[src/rtl/mem_access_arbiter_if.sv]
// Requester and memory-side signals of the memory access arbiter.
// slave = arbiter side, master = requesters plus memory.
interface mem_access_arbiter_if;
   logic        if_req;
   logic [31:0] if_addr;
   logic [31:0] if_rdata;
   logic        if_ack;
   logic        d_req;
   logic        d_we;
   logic [1:0]  d_size;
   logic        d_unsigned;
   logic [31:0] d_addr;
   logic [31:0] d_wdata;
   logic [31:0] d_rdata;
   logic        d_ack;
   logic        d_err;
   logic [31:0] addr;
   logic [31:0] mem_write;
   logic        wr_en;
   logic [31:0] mem_read;

   modport slave (
      input  if_req, if_addr, d_req, d_we, d_size, d_unsigned, d_addr, d_wdata, mem_read,
      output if_rdata, if_ack, d_rdata, d_ack, d_err, addr, mem_write, wr_en
   );

   modport master (
      output if_req, if_addr, d_req, d_we, d_size, d_unsigned, d_addr, d_wdata, mem_read,
      input  if_rdata, if_ack, d_rdata, d_ack, d_err, addr, mem_write, wr_en
   );
endinterface

[src/rtl/mem_access_arbiter.sv]
// Shares one single-port data memory between fetch and load/store; sub-word stores use read-modify-write.
// Latency: fetch/load 3, word store 2, sub-word store 4, error 2 cycles; requesters hold req until ack.
module mem_access_arbiter #(
   parameter bit RR_EN = 1'b1
) (
   input  logic clk,
   input  logic rst,
   mem_access_arbiter_if.slave bus
);
   typedef enum logic [2:0] {IDLE, F_ADDR, F_DATA, D_ADDR, D_DATA, D_WR, D_ERR} state_t;

   state_t      state_q, state_d;
   logic        last_grant_q, last_grant_d;   // 1 = data won the last grant
   logic [31:0] addr_q, addr_d;
   logic [31:0] mem_write_q, mem_write_d;
   logic [31:0] if_rdata_q, if_rdata_d;
   logic [31:0] d_rdata_q, d_rdata_d;
   logic        wr_en_q, wr_en_d;
   logic        if_ack_q, if_ack_d;
   logic        d_ack_q, d_ack_d;
   logic        d_err_q, d_err_d;

   logic        grant_f, grant_d, misaligned;
   logic [7:0]  rd_byte;
   logic [15:0] rd_half;
   logic [31:0] load_val, merged;

   always_comb begin
      grant_f = 1'b0;
      grant_d = 1'b0;
      if (bus.if_req && bus.d_req) begin
         grant_d = !RR_EN || !last_grant_q;
         grant_f = !grant_d;
      end else begin
         grant_f = bus.if_req;
         grant_d = bus.d_req;
      end
   end

   always_comb begin
      case (bus.d_size)
         2'b00:   misaligned = 1'b0;
         2'b01:   misaligned = bus.d_addr[0];
         2'b10:   misaligned = |bus.d_addr[1:0];
         default: misaligned = 1'b1;
      endcase
   end

   // Lane extraction for loads and lane replacement for sub-word stores.
   always_comb begin
      case (bus.d_addr[1:0])
         2'd0:    rd_byte = bus.mem_read[7:0];
         2'd1:    rd_byte = bus.mem_read[15:8];
         2'd2:    rd_byte = bus.mem_read[23:16];
         default: rd_byte = bus.mem_read[31:24];
      endcase
      rd_half = bus.d_addr[1] ? bus.mem_read[31:16] : bus.mem_read[15:0];
      case (bus.d_size)
         2'b00:   load_val = {{24{~bus.d_unsigned & rd_byte[7]}}, rd_byte};
         2'b01:   load_val = {{16{~bus.d_unsigned & rd_half[15]}}, rd_half};
         default: load_val = bus.mem_read;
      endcase
      merged = bus.mem_read;
      if (bus.d_size == 2'b00) begin
         case (bus.d_addr[1:0])
            2'd0:    merged[7:0]   = bus.d_wdata[7:0];
            2'd1:    merged[15:8]  = bus.d_wdata[7:0];
            2'd2:    merged[23:16] = bus.d_wdata[7:0];
            default: merged[31:24] = bus.d_wdata[7:0];
         endcase
      end else if (bus.d_addr[1]) begin
         merged[31:16] = bus.d_wdata[15:0];
      end else begin
         merged[15:0] = bus.d_wdata[15:0];
      end
   end

   always_comb begin
      state_d      = state_q;
      last_grant_d = last_grant_q;
      addr_d       = addr_q;
      mem_write_d  = mem_write_q;
      if_rdata_d   = if_rdata_q;
      d_rdata_d    = d_rdata_q;
      wr_en_d      = 1'b0;
      if_ack_d     = 1'b0;
      d_ack_d      = 1'b0;
      d_err_d      = 1'b0;
      case (state_q)
         IDLE: begin
            if (grant_f) begin
               last_grant_d = 1'b0;
               addr_d       = bus.if_addr & 32'hFFFF_FFFC;
               state_d      = F_ADDR;
            end else if (grant_d) begin
               last_grant_d = 1'b1;
               if (misaligned) begin
                  state_d = D_ERR;
               end else begin
                  addr_d = bus.d_addr & 32'hFFFF_FFFC;
                  if (bus.d_we && bus.d_size == 2'b10) begin
                     mem_write_d = bus.d_wdata;
                     wr_en_d     = 1'b1;
                     state_d     = D_WR;
                  end else begin
                     state_d = D_ADDR;
                  end
               end
            end
         end
         F_ADDR: state_d = F_DATA;
         F_DATA: begin
            if_rdata_d = bus.mem_read;
            if_ack_d   = 1'b1;
            state_d    = IDLE;
         end
         D_ADDR: state_d = D_DATA;
         D_DATA: begin
            if (bus.d_we) begin
               mem_write_d = merged;
               wr_en_d     = 1'b1;
               state_d     = D_WR;
            end else begin
               d_rdata_d = load_val;
               d_ack_d   = 1'b1;
               state_d   = IDLE;
            end
         end
         D_WR: begin
            d_ack_d = 1'b1;
            state_d = IDLE;
         end
         D_ERR: begin
            d_ack_d = 1'b1;
            d_err_d = 1'b1;
            state_d = IDLE;
         end
         default: state_d = IDLE;
      endcase
   end

   always_ff @(posedge clk) begin
      if (rst) begin
         state_q      <= IDLE;
         last_grant_q <= 1'b0;
         addr_q       <= '0;
         mem_write_q  <= '0;
         if_rdata_q   <= '0;
         d_rdata_q    <= '0;
         wr_en_q      <= 1'b0;
         if_ack_q     <= 1'b0;
         d_ack_q      <= 1'b0;
         d_err_q      <= 1'b0;
      end else begin
         state_q      <= state_d;
         last_grant_q <= last_grant_d;
         addr_q       <= addr_d;
         mem_write_q  <= mem_write_d;
         if_rdata_q   <= if_rdata_d;
         d_rdata_q    <= d_rdata_d;
         wr_en_q      <= wr_en_d;
         if_ack_q     <= if_ack_d;
         d_ack_q      <= d_ack_d;
         d_err_q      <= d_err_d;
      end
   end

   assign bus.addr      = addr_q;
   assign bus.mem_write = mem_write_q;
   assign bus.wr_en     = wr_en_q;
   assign bus.if_rdata  = if_rdata_q;
   assign bus.if_ack    = if_ack_q;
   assign bus.d_rdata   = d_rdata_q;
   assign bus.d_ack     = d_ack_q;
   assign bus.d_err     = d_err_q;
endmodule

[src/flat_wrapper.sv]
// flat-port wrapper written by rule: the top's interface ports become plain ports
module mem_access_arbiter_flat 
#(
   parameter bit RR_EN = 1'b1
)
  (clk, rst, bus_if_req, bus_if_addr, bus_d_req, bus_d_we, bus_d_size, bus_d_unsigned, bus_d_addr, bus_d_wdata, bus_mem_read, bus_if_rdata, bus_if_ack, bus_d_rdata, bus_d_ack, bus_d_err, bus_addr, bus_mem_write, bus_wr_en);
  mem_access_arbiter_if bus_i ();
  input  logic clk;
  input  logic rst;
  input wire logic [$bits(bus_i.if_req)-1:0] bus_if_req;
  input wire logic [$bits(bus_i.if_addr)-1:0] bus_if_addr;
  input wire logic [$bits(bus_i.d_req)-1:0] bus_d_req;
  input wire logic [$bits(bus_i.d_we)-1:0] bus_d_we;
  input wire logic [$bits(bus_i.d_size)-1:0] bus_d_size;
  input wire logic [$bits(bus_i.d_unsigned)-1:0] bus_d_unsigned;
  input wire logic [$bits(bus_i.d_addr)-1:0] bus_d_addr;
  input wire logic [$bits(bus_i.d_wdata)-1:0] bus_d_wdata;
  input wire logic [$bits(bus_i.mem_read)-1:0] bus_mem_read;
  output wire logic [$bits(bus_i.if_rdata)-1:0] bus_if_rdata;
  output wire logic [$bits(bus_i.if_ack)-1:0] bus_if_ack;
  output wire logic [$bits(bus_i.d_rdata)-1:0] bus_d_rdata;
  output wire logic [$bits(bus_i.d_ack)-1:0] bus_d_ack;
  output wire logic [$bits(bus_i.d_err)-1:0] bus_d_err;
  output wire logic [$bits(bus_i.addr)-1:0] bus_addr;
  output wire logic [$bits(bus_i.mem_write)-1:0] bus_mem_write;
  output wire logic [$bits(bus_i.wr_en)-1:0] bus_wr_en;
  assign bus_i.if_req = bus_if_req;
  assign bus_i.if_addr = bus_if_addr;
  assign bus_i.d_req = bus_d_req;
  assign bus_i.d_we = bus_d_we;
  assign bus_i.d_size = bus_d_size;
  assign bus_i.d_unsigned = bus_d_unsigned;
  assign bus_i.d_addr = bus_d_addr;
  assign bus_i.d_wdata = bus_d_wdata;
  assign bus_i.mem_read = bus_mem_read;
  assign bus_if_rdata = bus_i.if_rdata;
  assign bus_if_ack = bus_i.if_ack;
  assign bus_d_rdata = bus_i.d_rdata;
  assign bus_d_ack = bus_i.d_ack;
  assign bus_d_err = bus_i.d_err;
  assign bus_addr = bus_i.addr;
  assign bus_mem_write = bus_i.mem_write;
  assign bus_wr_en = bus_i.wr_en;
  mem_access_arbiter #(.RR_EN(RR_EN)) u_core (.clk(clk), .rst(rst), .bus(bus_i));
endmodule
[config.mk]
export PLATFORM = sky130hd
export DESIGN_NAME = mem_access_arbiter_flat
export DESIGN_NICKNAME = d
export VERILOG_FILES = /design/src/rtl/mem_access_arbiter_if.sv /design/src/rtl/mem_access_arbiter.sv /design/src/flat_wrapper.sv
export SDC_FILE = /design/constraint.sdc
export NUM_CORES = 1
export LEC_CHECK = 0
export CAP_MARGIN = 10
export CELL_PAD_IN_SITES_DETAIL_PLACEMENT = 0
export CELL_PAD_IN_SITES_GLOBAL_PLACEMENT = 2
export CORE_MARGIN = 10
export CORE_UTILIZATION = 22
export DETAILED_ROUTE_END_ITERATION = 16
export GPL_TIMING_DRIVEN = 0
export HOLD_SLACK_MARGIN = 0.08
export PLACE_DENSITY = 0.87
export SLEW_MARGIN = 0
export SYNTH_ARGS = -nofsm -noshare
export SYNTH_HDL_FRONTEND = slang
export SYNTH_SLANG_ARGS = --single-unit
[constraint.sdc]
create_clock -name clk -period 2.1 [get_ports clk]
set_clock_uncertainty 0.15 [all_clocks]
set_input_delay 0.315 -clock clk [delete_from_list [all_inputs] [get_ports clk]]
set_output_delay 0.315 -clock clk [all_outputs]
set_load 0.01 [all_outputs]
==> results.yml, run 1 <==
status:
  outcome: "finished, final reports clean"
sta:
  fmax_mhz: 487.9
  worst_pin_slew_ps: 595.1
  hold_viol: 0
  period_minus_slack_ps: 2050
  fin_crit_sh_pct: 97.60
  finalSetupViolCount: 0
  finalWorstSetupSlack_ps: 50.30
  slew-limit-headroom_pct: 60.33
  grt_setup_unrepaired: "yes"
  final-max-slew-violation-count: 0
drt:
  remaining_drc_errors: 0
  dr.first_iter.drc_count: 366
  vias: 6478
  vias_per_cell: 4.725
  ant_nets: 0
  routedWlPerCell_um: 20.89
  finalWirelength_mm: 28.63
  first_pass_iters: 5
cells_and_area:
  final_common_cell: "clkdlybuf4s50_1"
  drive_gt1_share_pct: 10.05
  area_delta_synth_final_pct: 65.51
  final_core_util_pct: 37.20
  layout_common_cells: "260 x clkdlybuf4s50_1, 132 x dfxtp_1, 122 x nand2_1"
  nets: 1158
pwr:
  leakage_uw: 0.003570
  p_sw_share_pct: 31.77
  pwr-share-clk_pct: 36.4
  p_int_uw: 5594
  pwr-share-comb_pct: 27.5
  powerDensity_mw_per_mm2: 841.0
  switching_power_uw: 2605
  power_frac_seq_pct: 36.0
  peakVddDrop_mv: 0.3681
min_path:
  hold_path.class: "flip-flop to flip-flop"
  holdPathEnd: "u_core.bus.mem_write[30]"
  whs_path_depth: 2
  hp-start: "u_core.bus.mem_write[30]"
setup_path:
  start_kind: "flip-flop"
  reg2reg_slack_ps: 50
  cp_cell_sequence: "buf_6 -> or3b_4 -> buf_8 -> clkbuf_1 -> a21oi_1 -> a211oi_1 -> nor3_1"
  cp_slowest_cell: "a211oi_1"
  reg2reg_to: "u_core.bus.mem_write[8]"
  cpPeakStageDelay_ps: 390
  endpoint_kind: "flip-flop"
  rr_startpoint: "u_core.state_q[2]"
  required_ps: 2230
  ff2ff_path_depth: 7
  crit_fanout: 10
  path_class: "flip-flop to flip-flop"
  cp_data_arrival_time_ps: 2180
grt:
  grt-ovfl-total: 0
  grt_pass1_vias: 6656
  grt_first_pass_wirelength_mm: 42.21
  grt_antenna_before_repair: 3
  grt_max_degree: 17
  track_usage_pct: 16.43
clock_network:
  cts_buffer_depth: 2
  root_buffer: "clkbuf_16"
  cts.sinks: 134
  tritoncts: "built"
  cts_htree_levels: 4
  clk_pin_slew_ps: 60
  holdBufCountCts: 0
  clock_latency_ps: 420
  cts_buffers: 17
floorplan:
  core_area_mm2: 0.02621
  die_w_um: 183.6
  initial_core_util_pct: 22.48
  die-area_mm2: 0.03372
  pin_count: 268
  chipHeight_um: 183.6
  rows: 59
logic_synthesis:
  async_flop_share_pct: 0
  synth-warning-count: 0
  seq_area_frac_synth_pct: 45.54
  synth_ff_type: "dfxtp_1"
  syn_area_mm2: 0.005891
  avgSynthCellArea_um2: 8.114
  yosys_register_bits: 134
  synth-edff-count: 0
  synth_cell_types: 48
  syn_inst: 726
place:
  dpl.hpwl_mm: 22.33
  place.gp.congestion: 0.8272
  port_buffers: 261
  dp_slack_ps: -810.5
flow_run:
  maxCapViolations: 0
cells in the mapped netlist (11+ instances only):
library cell,number,area (µm²)
dfxtp_1,134,2683
nand2_1,123,461.7
nor2_1,91,341.6
a21oi_1,56,280.3
nor3_1,40,200.2
o22ai_1,35,219.0
clkbuf_1,34,127.6
a211oi_1,28,210.2
o21ai_0,27,135.1
mux2i_1,17,170.2
a22o_1,14,122.6
a221oi_1,13,113.9
a22oi_1,12,90.09
inv_1,12,45.04
nand3_1,11,55.05
routing by layer:
metal	vias to the layer above	share of wire, %	wire (µm)	GRT usage, %
met1	2990	43	12290	19.73
met4	2	2.0	571	5.377
met5	-	0.042	12	0
met2	282	45	12970	26.40
li1	3173	-	-	-
met3	31	9.7	2791	6.324
cell type report:
cell class,count,area (µm²)
Antenna cell,1,2.502
Buffer,59,357.8
Clock buffer,18,429.2
Clock inverter,14,140.1
Fill cell,2686,16460
Inverter,13,48.80
Multi-Input combinational cell,521,2909
Sequential cell,134,2685
Tap cell,335,419.2
Timing Repair Buffer,276,2758
critical path: cells and delay by family, from the launching register on:
| family | cells | cell delay (ps) |
|---|---|---|
| buffers and inverters | 3 | 630 |
| AOI/OAI and AO/OA | 2 | 480 |
| and+or+nand+nor | 2 | 350 |
| DFF | 1 | 310 |
flip-flops by register name, indices dropped and copies added, names as in the netlist, 3 cells and up:
signal / cells
u_core.bus.addr: 30
u_core.bus.d_rdata: 32
u_core.state_q: 3
u_core.bus.mem_write: 32
u_core.bus.if_rdata: 32
metrics by stage:
| step | total power, µW | cell area [µm²] | TNS (ps) | hold slack (ps) | cells |
|---|---|---|---|---|---|
| global placement | 5169 | 8926 | -53190 | 286.3 | 1323 |
| floorplan | 4006 | 5894 | 0 | 253.2 | 727 |
| CTS | 8240 | 9590 | 0 | 303.3 | 1363 |
| detailed placement | 5175 | 8926 | -56160 | 288.3 | 1323 |
| finish | 8199 | 9749 | 0 | 300.4 | 1371 |
| global route | 8603 | 9747 | -9.028 | 318.7 | 1370 |
repair_timing:
action | CTS | global route
cloned | 0 | 1
resized for setup | 11 | 31
pin swaps | 2 | 7
endpoints found under the setup margin | 78 | 74
hold endpoints to repair | 0 | 0
setup buffers | 8 | 6
worst max-delay path by stage:
| stage | startpoint | endpoint | slack [ps] | depth (start not counted) |
|---|---|---|---|---|
| floorplan | u_core.state_q[0] | u_core.bus.d_rdata[0] | 270 | 8 |
| global placement | bus_d_addr[1] | u_core.bus.addr[31] | -780 | 7 |
| detailed placement | bus_d_addr[1] | u_core.bus.addr[31] | -810 | 7 |
| CTS | u_core.state_q[1] | u_core.bus.mem_write[25] | 1 | 8 |
| global route | bus_d_size[0] | u_core.bus.addr[22] | -8 | 8 |
| finish | u_core.state_q[2] | u_core.bus.mem_write[8] | 50 | 7 |
kinds of logic after synthesis:
| kind of cell | count (synthesis) | share of synthesized area (%) |
|---|---|---|
| AND/OR/NAND/NOR | 286 | 21.05 |
| other | 1 | 0.06366 |
| multiplexers | 19 | 3.271 |
| flip-flops | 134 | 45.54 |
| buffers and inverters | 72 | 6.330 |
| AO/OA/AOI/OAI | 214 | 23.75 |
power groups by stage:
stage | sequential (µW) | clock, µW | combinational, µW
global placement | 3000 | 0 | 2170
detailed placement | 3000 | 0 | 2170
CTS | 2950 | 3070 | 2220
finish | 2950 | 2990 | 2260
floorplan | 3110 | 0 | 899
global route | 2990 | 3170 | 2440
(Power assumes the default switching activity.)
==> run 2, diff against run 1 <==
Settings changed: GPL_ROUTABILITY_DRIVEN from default to 0, SLEW_MARGIN 0 to 25.
==> results of run 2 <==
Same layout as run 1: the final DEF is identical, and so are final timing and power.
